==> config.mk <==
export PLATFORM = sky130hd
export DESIGN_NAME = avalon_anemo_meter
export DESIGN_NICKNAME = d
export VERILOG_FILES = /design/src/rtl/anemo_pkg.sv /design/src/rtl/anemo_pulse_filter.sv /design/src/rtl/avalon_anemo_meter.sv
export SDC_FILE = /design/constraint.sdc
export NUM_CORES = 1
export LEC_CHECK = 0
export BUFFER_PORTS_ARGS = -buffer_cell sky130_fd_sc_hd__buf_2
export CAP_MARGIN = 20
export CORE_ASPECT_RATIO = 0.5
export CORE_MARGIN = 8
export CORE_UTILIZATION = 35
export CTS_CLUSTER_DIAMETER = 60
export DETAILED_ROUTE_END_ITERATION = 10
export PLACE_DENSITY = 0.65
export SYNTH_ARGS = -nofsm -noshare
export SYNTH_HDL_FRONTEND = slang
export SYNTH_SLANG_ARGS = --single-unit
==> constraint.sdc <==
create_clock -name clk -period 4.2 [get_ports clk]
set_clock_uncertainty 0.2 [all_clocks]
set_input_delay 0.84 -clock clk [delete_from_list [all_inputs] [get_ports clk]]
set_output_delay 0.84 -clock clk [all_outputs]
set_load 0.01 [all_outputs]
==> src/rtl/anemo_pkg.sv <==
// Shared constants for the anemometer meter: register map, CTRL bit layout
// and FSM state codes as seen in STAT.
package anemo_pkg;

    localparam logic [1:0] ADDR_CTRL = 2'd0;
    localparam logic [1:0] ADDR_DATA = 2'd1;
    localparam logic [1:0] ADDR_STAT = 2'd2;

    localparam int CTRL_RAZ_N_BIT   = 0;
    localparam int CTRL_CONTINU_BIT = 1;
    localparam int CTRL_START_BIT   = 2;
    localparam int DATA_VALID_BIT   = 16;
    localparam int STAT_BUSY_BIT    = 0;

    localparam logic [1:0] ST_IDLE    = 2'd0;
    localparam logic [1:0] ST_MEASURE = 2'd1;
    localparam logic [1:0] ST_DONE    = 2'd2;

    typedef struct packed {
        logic start_stop;
        logic continu;
        logic raz_n;
    } ctrl_t;

endpackage

==> src/rtl/anemo_pulse_filter.sv <==
// Anemometer input conditioning: 2-FF synchroniser, stability filter and a
// one-cycle strobe on each accepted rising edge of the filtered level.
module anemo_pulse_filter #(
    parameter int FILT_LEN = 4
) (
    input  logic clk,
    input  logic reset,
    input  logic in_anemo,
    output logic strobe
);

    localparam int CW = $clog2(FILT_LEN + 1);

    logic          sync_1;
    logic          sync_2;
    logic          filt;
    logic          filt_d;
    logic [CW-1:0] stable_cnt;

    // filt only follows sync_2 once it has disagreed for FILT_LEN consecutive samples
    always_ff @(posedge clk) begin
        if (reset) begin
            sync_1     <= 1'b0;
            sync_2     <= 1'b0;
            filt       <= 1'b0;
            filt_d     <= 1'b0;
            stable_cnt <= '0;
            strobe     <= 1'b0;
        end else begin
            sync_1 <= in_anemo;
            sync_2 <= sync_1;
            if (sync_2 == filt) begin
                stable_cnt <= '0;
            end else if (stable_cnt == CW'(FILT_LEN - 1)) begin
                filt       <= sync_2;
                stable_cnt <= '0;
            end else begin
                stable_cnt <= stable_cnt + CW'(1);
            end
            filt_d <= filt;
            strobe <= filt & ~filt_d;
        end
    end

endmodule

==> src/rtl/avalon_anemo_meter.sv <==
// Avalon-MM anemometer frequency meter: counts filtered pulses over a fixed
// gate window, continuous or single-shot, with a software hold-clear.
//
//  state   | meaning
//  IDLE    | held clear or waiting for the first start
//  MEASURE | gate running, pulses being counted
//  DONE    | single-shot result held until the next start
module avalon_anemo_meter
    import anemo_pkg::*;
#(
    parameter int GATE_CYCLES = 50_000_000,
    parameter int CNT_W       = 8,
    parameter int FILT_LEN    = 4
) (
    input  logic        clk,
    input  logic        reset,
    input  logic        chipselect,
    input  logic        write_n,
    input  logic        read_n,
    input  logic [1:0]  address,
    input  logic [31:0] writedata,
    output logic [31:0] readdata,
    input  logic        in_anemo
);

    localparam int               GW        = $clog2(GATE_CYCLES + 1);
    localparam logic [GW-1:0]    GATE_LAST = GW'(GATE_CYCLES - 1);
    localparam logic [CNT_W-1:0] CNT_MAX   = '1;

    ctrl_t            ctrl;
    logic             start_prev;
    logic [1:0]       state;
    logic [GW-1:0]    gate_cnt;
    logic [CNT_W-1:0] pulse_cnt;
    logic [CNT_W-1:0] frequency;
    logic             data_valid;
    logic             strobe;
    logic             start_rise;
    logic             wr_en;
    logic             rd_en;
    logic             gate_end;
    logic [CNT_W-1:0] pulse_next;
    logic [31:0]      data_word;
    logic [31:0]      rd_mux;
    logic             unused_wdata;

    anemo_pulse_filter #(.FILT_LEN(FILT_LEN)) u_filter (
        .clk      (clk),
        .reset    (reset),
        .in_anemo (in_anemo),
        .strobe   (strobe)
    );

    assign wr_en        = chipselect & ~write_n;
    assign rd_en        = chipselect & ~read_n;
    assign start_rise   = ctrl.start_stop & ~start_prev;
    assign gate_end     = (gate_cnt == GATE_LAST);
    assign pulse_next   = (strobe && pulse_cnt != CNT_MAX) ? pulse_cnt + CNT_W'(1) : pulse_cnt;
    assign unused_wdata = &{1'b0, writedata[31:3]};

    // FSM acts on the CTRL value before this cycle's write, so a write landing
    // on the gate's last cycle only takes effect afterwards.
    always_ff @(posedge clk) begin
        if (reset) begin
            ctrl       <= '0;
            start_prev <= 1'b0;
            state      <= ST_IDLE;
            gate_cnt   <= '0;
            pulse_cnt  <= '0;
            frequency  <= '0;
            data_valid <= 1'b0;
        end else begin
            if (wr_en && address == ADDR_CTRL)
                ctrl <= ctrl_t'(writedata[2:0]);
            start_prev <= ctrl.start_stop;
            if (!ctrl.raz_n) begin
                state      <= ST_IDLE;
                gate_cnt   <= '0;
                pulse_cnt  <= '0;
                frequency  <= '0;
                data_valid <= 1'b0;
            end else begin
                case (state)
                    ST_IDLE, ST_DONE: begin
                        if (ctrl.continu || start_rise) begin
                            state     <= ST_MEASURE;
                            gate_cnt  <= '0;
                            pulse_cnt <= '0;
                            if (!ctrl.continu)
                                data_valid <= 1'b0;
                        end
                    end
                    ST_MEASURE: begin
                        if (gate_end) begin
                            frequency  <= pulse_next;
                            data_valid <= 1'b1;
                            gate_cnt   <= '0;
                            pulse_cnt  <= '0;
                            state      <= ctrl.continu ? ST_MEASURE : ST_DONE;
                        end else begin
                            gate_cnt  <= gate_cnt + GW'(1);
                            pulse_cnt <= pulse_next;
                        end
                    end
                    default: state <= ST_IDLE;
                endcase
            end
        end
    end

    always_comb begin
        data_word                 = '0;
        data_word[CNT_W-1:0]      = frequency;
        data_word[DATA_VALID_BIT] = data_valid;
    end

    always_comb begin
        rd_mux = '0;
        case (address)
            ADDR_CTRL: rd_mux = {29'b0, ctrl};
            ADDR_DATA: rd_mux = data_word;
            ADDR_STAT: rd_mux = {29'b0, state, state == ST_MEASURE};
            default:   rd_mux = '0;
        endcase
    end

    always_ff @(posedge clk) begin
        if (reset)
            readdata <= '0;
        else if (rd_en)
            readdata <= rd_mux;
    end

endmodule

### Word level (Yosys, flattened, before mapping)

Cells that the tools add are included.

| storage, ports and cells | value |
|---|---|
| flip-flop bits (word level) | 89 |
| logic and storage cells | 70 |
| output and inout bits | 32 |

| operators by class | value |
|---|---|
| equal/unequal tests | 11 |
| add/subtract/negate cells | 3 |
| bitwise logic cells | 10 |
| multiplexer cells | 16 |
| reductions and logical operators | 14 |

Operator list:

| kind | number |
|---|---|
| $mux 26 | 2 |
| $pmux 26 s2 | 1 |
| $pmux 17 s3 | 1 |
| $add 26x1->26 const B | 1 |
| $eq 26x26->1 const B | 1 |
| $mux 8 | 3 |
| $pmux 8 s2 | 1 |
| $add 8x1->8 const B | 1 |
| $ne 8x8->1 const B | 1 |
| $reduce_and 2->1 | 4 |
| $mux 2 | 3 |
| $ne 2x2->1 const B | 3 |
| $not 1->1 | 6 |
| $and 1x1->1 | 4 |
| $eq 2x1->1 const B | 2 |
| $eq 2x2->1 const B | 2 |
| $logic_not 2->1 | 2 |
| $pmux 2 s2 | 1 |
| $reduce_and 4->1 | 1 |
| $reduce_or 2->1 | 2 |
| $add 3x1->3 const B | 1 |
| $eq 3x2->1 const B | 1 |
| $mux 1 | 3 |
| $reduce_or 3->1 | 1 |
| other kinds (5) | 6 |

### Logic depth before layout (Yosys ltp)

Gate-level depths: netlist of the first run.

| depth | value |
|---|---|
| word-level depth | 5 |
| mapped depth | 8 |

### By module

From an unflattened synthesis of the first run, not the netlist that was laid out.

| second synthesis, totals | value |
|---|---|
| cells, all modules | 360 |
| area, all modules | 3,304.4 um^2 |

By module, submodules not included:

| module | instances | area each (um^2) | cells each | seq. area each (um^2) |
|---|---|---|---|---|
| avalon_anemo_meter | 1 | 3,037.9 | 339 | 1,161.1 |
| anemo_pulse_filter | 1 | 266.5 | 21 | 160.2 |

### Worst setup path before layout of the first run

No wires, ideal clock.

| timing path | value |
|---|---|
| kind | input-to-reg |
| start | input port reset |
| end | register data_valid |
| path buffers | 3 |
| arrival | 1.938 ns |
| data required time | 3.872 ns |
| stages on the path | 5 |
| setup slack | 1.935 ns |
| path through | clkbuf_1 -> nand2b_1 -> clkbuf_1 -> clkbuf_1 -> nor2_1 |

| on the way | value |
|---|---|
| longest elaborated chain between the ends | 1 |

RTL lines:

| element | RTL line | RTL |
|---|---|---|
| from (decl) | avalon_anemo_meter.sv:16 | `input logic reset,` |
| $reduce_or 2->1 (no source line) | -- |  |
| to (signal assigned) | avalon_anemo_meter.sv:71 | `data_valid <= 1'b0;` |
| to (signal assigned) | avalon_anemo_meter.sv:81 | `data_valid <= 1'b0;` |
| to (signal assigned) | avalon_anemo_meter.sv:90 | `data_valid <= 1'b0;` |
| to (decl) | avalon_anemo_meter.sv:36 | `logic data_valid;` |

Every way passes these cells.
A chain may end at the register's enable or synchronous reset.

### Worst setup path after layout of the first run

| timing path | value |
|---|---|
| start | register gate_cnt[0] |
| end | register frequency[6] |

| on the way | value |
|---|---|
| longest elaborated chain between the ends | 2 |

RTL lines:

| element | RTL line | RTL |
|---|---|---|
| from (decl) | avalon_anemo_meter.sv:33 | `logic [GW-1:0] gate_cnt;` |
| from (signal assigned) | avalon_anemo_meter.sv:101 | `gate_cnt <= gate_cnt + GW'(1);` |
| $eq 26x26->1 | avalon_anemo_meter.sv:57 | `assign gate_end = (gate_cnt == GATE_LAST);` |
| $reduce_and 2->1 (no source line) | -- |  |
| to (signal assigned) | avalon_anemo_meter.sv:95 | `frequency <= pulse_next;` |
| to (decl) | avalon_anemo_meter.sv:35 | `logic [CNT_W-1:0] frequency;` |

Every way passes these cells.

==> key figures, run 1 <==
Setup path
  • Cell-by-cell trace of the critical path: ha_1 -> nand3_1 -> or4_4 -> nor4_4 -> mux2i_1 -> nor2_1
  • Highest net fanout along the worst path: 16
  • Launching element type of the critical path: flip-flop
  • Required time reported for the critical path endpoint: between 4000 and 5000 ps
  • Type of destination of the critical path: flip-flop
  • Critical path class: flip-flop to flip-flop
  • Crit path max-delay cell type: sky130_fd_sc_hd__nor4_4
  • CP Data Arrival Time: between 2000 and 3000 ps
  • Biggest cell delay along the critical path: between 600 and 700 ps
  • Register-to-register setup slack: between 1500 and 2000 ps

Synthesis
  • Top post-synthesis cells by count: sky130_fd_sc_hd__dfxtp_1 (66), sky130_fd_sc_hd__nor2_1 (48), sky130_fd_sc_hd__a31oi_1 (29)
  • Leading cell types by total area after synthesis: sky130_fd_sc_hd__dfxtp_1 (40%), sky130_fd_sc_hd__a31oi_1 (5.5%), sky130_fd_sc_hd__nor2_1 (5.5%)
  • Main combinational cell family by area after synthesis: simple AND/OR/NAND/NOR gates
  • Post-synth top area cell: sky130_fd_sc_hd__dfxtp_1
  • Number of flops mapped to enable cells by yosys: 0
  • Post-synthesis cell type count: 52
  • Share of synthesized flip-flops with an asynchronous set or reset: 0%
  • Most frequent cell after synthesis: sky130_fd_sc_hd__dfxtp_1
  • Fraction of the mapped netlist area in simple logic gates: between 20% and 30%
  • Post-synthesis instance area: 0.00330 mm^2
  • Share of the synthesized area in the top cell type: about two fifths
  • Mean instance size in the synthesized netlist: 8.69 um^2
  • Xor/xnor share of the synthesized area: about 3.4%
  • Portion of netlist area occupied by mux cells: under 10%
  • Adder-cell share of the synthesized area: 1.52%
  • Synth Area in Compound Gates: roughly 16%
  • Share of the yosys chip area belonging to registers: 40.0%
  • Dominant register cell in the synthesized netlist: sky130_fd_sc_hd__dfxtp_1
  • Number of storage elements in the synthesis netlist: 66
  • Warnings from Yosys: 0
  • Count of mapped cells out of synthesis: 380

CTS
  • Post-CTS Setup Inserts: 0
  • CTS max path bufs: 2
  • Count of H-tree levels built during CTS: 3
  • CTS clock-pin slew for the worst setup and hold paths: around 50 ps
  • Number of buffers created by CTS: 9
  • Root buffer selected by CTS: sky130_fd_sc_hd__clkbuf_16
  • TritonCTS clock tree: built
  • Number of buffers added to fix hold violations after cts: 0
  • Clock latency on the worst-skew pair: approximately 320 ps
  • # clock sinks: 66
  • CTS resizes: 0

Die
  • Initial Utilization: 35.4%
  • Die Outline Area: between 0.01 and 0.015 mm^2
  • Overall die height: about 85 um
  • Die Width: about 150 um
  • Site Rows: 25
  • Core area: 0.00932 mm^2
  • IO Count: ~70

Layout
  • Filler cells: approximately 950
  • # diodes: 0
  • Post-synthesis to final-layout area growth: 10.9%
  • Multi-input logic area: roughly 0.0018 mm^2
  • Register area: ~0.0013 mm^2
  • Final design instance area without fill: between 0.003 and 0.004 mm^2
  • Total Nets Final: 439
  • Fraction of final layout cells sized beyond drive strength 1: 11.8%

Power and ir drop
  • Peak VDD IR: 0.181 mV
  • Power Total: between 1 and 1.5 mW
  • Total power per unit cell area: between 300 and 400 mW/mm^2
  • Leakage power figure: approximately 1.2 nW

STA
  • Max-slew violation total from the final report: 0
  • Actual transition at the worst max-transition pin: between 800 and 900 ps
  • Final cycle utilization of the critical path: between 60 and 70%
  • Final hold violation count: 0
  • Setup violation total in the final timing report: 0
  • Unrepaired setup endpoints after global routing: no
  • Fmax: about 380 MHz
  • Remaining max-slew budget at the tightest pin: about two fifths
  • Period minus WS final: around 2700 ps
  • Final-layout setup total negative slack: 0 ps
  • Hold Slack: approximately 190 ps

Global routing
  • Pin count of the biggest net entering global routing: 37
  • Initial antenna violation count: 0
  • Via count of the first global-routing pass: between 2000 and 3000
  • GRT Util Overall: around 11%
  • First-pass GRT wire length: 12.1 mm
  • Remaining global-route overflow: 0

Route
  • Per-cell via count in the routed design: between 5 and 6
  • Initial DRT Pass Iterations: 4
  • Antenna Nets Post-Route: 0
  • Final wirelength: a little over 7 mm
  • DRC viols: 0
  • Post-detailed-route wirelength per cell: about 14 um
  • Total via count after detailed routing: between 2000 and 3000
  • Starting DRC count in detailed routing: 140

Place
  • Routability congestion estimate from global placement: just under 0.8
  • Placed cell areas: 0.00338 mm^2
  • Total half-perimeter wirelength after legalization and detailed placement: between 4 and 5 mm
  • Number of buffers added on ports: 19

Outcome
  • Result of the run: finished clean

Flow run
  • Max-cap viol count: 0

Min path
  • Tightest Hold Check Type: flip-flop to flip-flop
[kinds of logic (layout without fill, tap and decap cells)]
logic type | count (synthesis) | count (layout)
AO/OA/AOI/OAI | 75 | 75
XOR/XNOR | 13 | 13
adder cells (fa/ha/maj) | 4 | 4
buffers and inverters | 49 | 46
flip-flops | 66 | 66
multiplexers | 12 | 12
other | 1 | 23
AND/OR/NAND/NOR | 160 | 160
[where the power goes]
group / switching, mW / internal [mW]
Clock: 0.265 / 0.452
Sequential: 0.00193 / 0.630
Combinational: 0.0295 / 0.0114
Total: 0.296 / 1.09
[path summary, 6_finish.rpt]
check	from	endpoint	depth (start not counted)
max reg2reg	gate_cnt[0]	frequency[6]	6
min	u_filter.filt_d	u_filter.strobe	1
max	gate_cnt[0]	frequency[6]	6
min reg2reg	u_filter.filt_d	u_filter.strobe	1
[placed cells by master, fill, tap and decap left out, types with 8 or more instances in the layout]
| master | netlist | layout |
|---|---|---|
| sky130_fd_sc_hd__mux2i_1 | 12 | 12 |
| sky130_fd_sc_hd__nand2_1 | 20 | 20 |
| sky130_fd_sc_hd__clkbuf_16 | 0 | 9 |
| sky130_fd_sc_hd__xnor2_1 | 8 | 8 |
| sky130_fd_sc_hd__buf_2 | 0 | 19 |
| sky130_fd_sc_hd__inv_1 | 8 | 8 |
| sky130_fd_sc_hd__nand3_1 | 20 | 20 |
| sky130_fd_sc_hd__a31oi_1 | 29 | 29 |
| sky130_fd_sc_hd__nand4_1 | 13 | 13 |
| sky130_fd_sc_hd__dfxtp_1 | 66 | 66 |
| sky130_fd_sc_hd__nor2_1 | 48 | 48 |
| sky130_fd_sc_hd__nor2b_1 | 9 | 8 |
| sky130_fd_sc_hd__conb_1 | 1 | 23 |
| sky130_fd_sc_hd__a22oi_1 | 9 | 9 |
| sky130_fd_sc_hd__nor3_1 | 12 | 12 |
| sky130_fd_sc_hd__and3_1 | 9 | 9 |
| sky130_fd_sc_hd__a211oi_1 | 8 | 8 |
[worst max-delay path, delay by kind of cell, from the launching register on]
kind,cells,cell delay [ps]
AND/OR/NAND/NOR,4,1470
flip-flops,1,390
adder cells (fa/ha/maj),1,230
multiplexers,1,260
[metal layers]
| metal | routed length [um] | vias to the layer above | track usage, % |
|---|---|---|---|
| met5 | 0 | - | 0 |
| met1 | 3510 | 1254 | 14.2 |
| met3 | 452 | 4 | 3.89 |
| met2 | 3110 | 68 | 17.1 |
| li1 | - | 1373 | - |
| met4 | 66 | 0 | 4.24 |
[registers in the layout, indices dropped and copies added (netlist names)]
name / cells
ctrl: 3
data_valid: 1
frequency: 8
gate_cnt: 26
pulse_cnt: 8
readdata: 9
start_prev: 1
state: 2
u_filter.filt: 1
u_filter.filt_d: 1
u_filter.stable_cnt: 3
u_filter.strobe: 1
u_filter.sync_1: 1
u_filter.sync_2: 1
[cell type report]
type	count	share of cell area, %
inverter	9	0.923
tap	121	4.14
timing repair buffer	22	3.21
clock buffer	9	6.15
clock inverter	6	1.61
sequential	66	36.1
multi-input combinational	287	47.9
[through the flow]
step	utilization (%)	instances	setup slack [ps]
floorplan	-	402	1930
global placement	36.2	505	1550
detailed placement	36.2	505	1530
CTS	39.3	520	1530
global route	39.3	520	1330
finish	39.3	520	1540
Note: power is estimated with default switching activity, not from simulation.
==> inputs of run 2 (changes only) <==
--- a/config.mk
+++ b/config.mk
@@ -5,6 +5,7 @@
 export SDC_FILE = /design/constraint.sdc
 export NUM_CORES = 1
 export LEC_CHECK = 0
+export ABC_AREA = 1
 export BUFFER_PORTS_ARGS = -buffer_cell sky130_fd_sc_hd__buf_2
 export CAP_MARGIN = 20
 export CORE_ASPECT_RATIO = 0.5
==> constraint.sdc (replaced) <==
create_clock -name clk -period 2.75 [get_ports clk]
set_clock_uncertainty 0.2 [all_clocks]
set_input_delay 0.55 -clock clk [delete_from_list [all_inputs] [get_ports clk]]
set_output_delay 0.55 -clock clk [all_outputs]
set_load 0.01 [all_outputs]
==> key figures, run 2 <==
CTS
  • # clock sinks: 66
  • Root buffer selected by CTS: sky130_fd_sc_hd__clkbuf_16
  • Number of buffers added to fix hold violations after cts: 0
  • Post-CTS Setup Inserts: 0
  • Number of buffers created by CTS: 9
  • CTS clock-pin slew for the worst setup and hold paths: roughly 60 ps
  • TritonCTS clock tree: built
  • Clock latency on the worst-skew pair: about 340 ps
  • CTS max path bufs: 2
  • CTS resizes: 0
  • Count of H-tree levels built during CTS: 3

Die
  • Site Rows: 25
  • IO Count: roughly 70
  • Core area: between 0.009 and 0.01 mm^2
  • Overall die height: 85.7 um
  • Die Width: 155 um
  • Initial Utilization: a little over a third
  • Die Outline Area: between 0.01 and 0.015 mm^2

Setup path
  • Critical path class: flip-flop to flip-flop
  • Startpoint of the most critical register-to-register path: gate_cnt[0]
  • Required time reported for the critical path endpoint: about 2800 ps
  • CP Data Arrival Time: between 1500 and 2000 ps
  • R2r endpoint: frequency[2]
  • Highest net fanout along the worst path: 10
  • Depth of the most critical reg-to-reg path: 10
  • Register-to-register setup slack: between 800 and 900 ps
  • Type of destination of the critical path: flip-flop
  • Launching element type of the critical path: flip-flop

Synthesis
  • Post-synthesis cell type count: 35
  • Warnings from Yosys: 0
  • Dominant register cell in the synthesized netlist: sky130_fd_sc_hd__dfxtp_1
  • Post-synth top area cell: sky130_fd_sc_hd__dfxtp_1
  • Number of flops mapped to enable cells by yosys: 0
  • Count of mapped cells out of synthesis: 484
  • Share of synthesized flip-flops with an asynchronous set or reset: 0%
  • Most frequent cell after synthesis: sky130_fd_sc_hd__nand2_1
  • Mean instance size in the synthesized netlist: approximately 7 um^2
  • Share of the yosys chip area belonging to registers: roughly 39%
  • Top post-synthesis cells by count: sky130_fd_sc_hd__nand2_1 (111), sky130_fd_sc_hd__nor2_1 (74), sky130_fd_sc_hd__dfxtp_1 (66)
  • Share of the synthesized area in the top cell type: 38.9%
  • Post-synthesis instance area: between 0.003 and 0.004 mm^2
  • Number of storage elements in the synthesis netlist: 66
  • Leading cell types by total area after synthesis: sky130_fd_sc_hd__dfxtp_1 (39%), sky130_fd_sc_hd__nand2_1 (12%), sky130_fd_sc_hd__nor2_1 (8.2%)

STA
  • Final-layout setup total negative slack: 0 ps
  • Period minus WS final: between 1500 and 2000 ps
  • Max-slew violation total from the final report: 0
  • Final hold violation count: 0
  • Final Worst Setup Slack: 811 ps
  • Actual transition at the worst max-transition pin: between 500 and 600 ps
  • Final cycle utilization of the critical path: between 70% and 80%
  • Remaining max-slew budget at the tightest pin: between 60% and 70%
  • Unrepaired setup endpoints after global routing: no
  • Fmax: just over 500 MHz
  • Setup violation total in the final timing report: 0

Route
  • DRC viols: 0
  • Final wirelength: roughly 7.1 mm
  • Post-detailed-route wirelength per cell: 11.1 um
  • Starting DRC count in detailed routing: about 170
  • Per-cell via count in the routed design: between 4 and 5
  • Total via count after detailed routing: roughly 2900
  • Antenna Nets Post-Route: 0
  • Initial DRT Pass Iterations: 4

Layout
  • Post-synthesis to final-layout area growth: 11.9%
  • Commonest non-fill, non-tap cell in the layout: sky130_fd_sc_hd__nand2_1
  • Multi-input logic area: ~0.0017 mm^2
  • Fraction of final layout cells sized beyond drive strength 1: about 12%
  • Filler cells: approximately 1000
  • # diodes: 0
  • Reg with most FFs: gate_cnt
  • Total Nets Final: 550
  • Largest registers: gate_cnt x26, readdata x9
  • Number of flip-flops under the largest register name: 26
  • Most frequent cells in the layout: sky130_fd_sc_hd__nand2_1 (111), sky130_fd_sc_hd__nor2_1 (74), sky130_fd_sc_hd__dfxtp_1 (66), sky130_fd_sc_hd__inv_1 (52), sky130_fd_sc_hd__a21oi_1 (29)
  • Final core area utilization: between 40 and 50%
  • Register area: approximately 0.0013 mm^2

Power and ir drop
  • Leakage power figure: approximately 1.5 nW
  • Total power per unit cell area: 551 mW/mm^2
  • Peak VDD IR: 0.306 mV

Place
  • Number of buffers added on ports: 19
  • Routability congestion estimate from global placement: 0.809
  • Pre-CTS setup slack: about 800 ps
  • Total half-perimeter wirelength after legalization and detailed placement: 5.29 mm

Global routing
  • Via count of the first global-routing pass: around 2800
  • Initial antenna violation count: 0
  • First-pass GRT wire length: between 10 and 15 mm
  • GRT Util Overall: between 10% and 20%
  • Remaining global-route overflow: 0
  • Pin count of the biggest net entering global routing: 20

Flow run
  • Max-cap viol count: 0

Outcome
  • Result of the run: finished clean

Min path
  • Tightest Hold Check Type: flip-flop to flip-flop
  • Cells on Worst Hold Path: 1
  • Hold path startpoint: u_filter.filt_d
  • Worst Hold Path EP: u_filter.strobe
## run 2: changes by cell type after synthesis, sizes merged, moves of 12 or more
cell   delta
nand2    +96
inv      +51
nor2     +31
a31oi    -29
a21oi    +27
o21ai    +16
mux2i    -12
## run 2: through the flow
stage	cell area, um^2	instances	hold WS (ps)	total power, mW
after global routing	3800	646	221	2.18
after floorplan	3480	506	173	1.06
final	3800	646	189	2.10
after CTS	3800	646	191	2.13
after detailed placement	3530	630	185	1.05
after global placement	3530	630	178	1.05
## run 2: worst max-delay path: stages, from the launching register on
cell and delay [ps]:
sky130_fd_sc_hd__dfxtp_1 360, sky130_fd_sc_hd__ha_1 220, sky130_fd_sc_hd__nand3_1 130, sky130_fd_sc_hd__inv_1 90, sky130_fd_sc_hd__nand2_1 60, sky130_fd_sc_hd__nor2_1 140, sky130_fd_sc_hd__nand2_2 110, sky130_fd_sc_hd__nor2_4 240
sky130_fd_sc_hd__inv_4 110, sky130_fd_sc_hd__nor2_1 130, sky130_fd_sc_hd__nor2_1 50
## run 2: layout make-up
type / count / area share [%]
clock buffer: 9 / 5.92
clock inverter: 7 / 1.41
inverter: 60 / 5.98
multi-input combinational: 349 / 44.8
sequential: 66 / 34.7
tap: 135 / 4.44
timing repair buffer: 20 / 2.70
## run 2: worst max-delay path by stage
stage                      startpoint      endpoint  cells past startpoint
after floorplan           gate_cnt[0]  gate_cnt[13]                     11
after detailed placement   chipselect   readdata[3]                      7
after global placement     chipselect   readdata[3]                      7
after global routing      gate_cnt[0]  frequency[1]                     10
after CTS                 gate_cnt[0]  frequency[2]                     10
final                     gate_cnt[0]  frequency[2]                     10
## run 2: per-layer routing
metal | GRT usage [%] | vias to the layer above | share of wire [%]
met5 | 0 | - | 0
li1 | - | 1530 | -
met3 | 3.61 | 13 | 6.4
met1 | 13.8 | 1290 | 49
met4 | 5.16 | 0 | 1.6
met2 | 18.0 | 62 | 43
## run 2: cells by family after synthesis
kind of cell	synth area share, %
AOI/OAI and AO/OA	10.5
xor gates and xnor gates	3.86
adders and majority gates	1.47
buffers and inverters	13.4
DFF	38.9
other	0.110
and+or+nand+nor	31.8
## run 2: power by group
part           switching (mW)  internal [mW]  total [mW]
clock                   0.448          0.613        1.06
sequential            0.00169          0.960       0.962
combinational          0.0571         0.0161      0.0731
total                   0.506           1.59        2.10
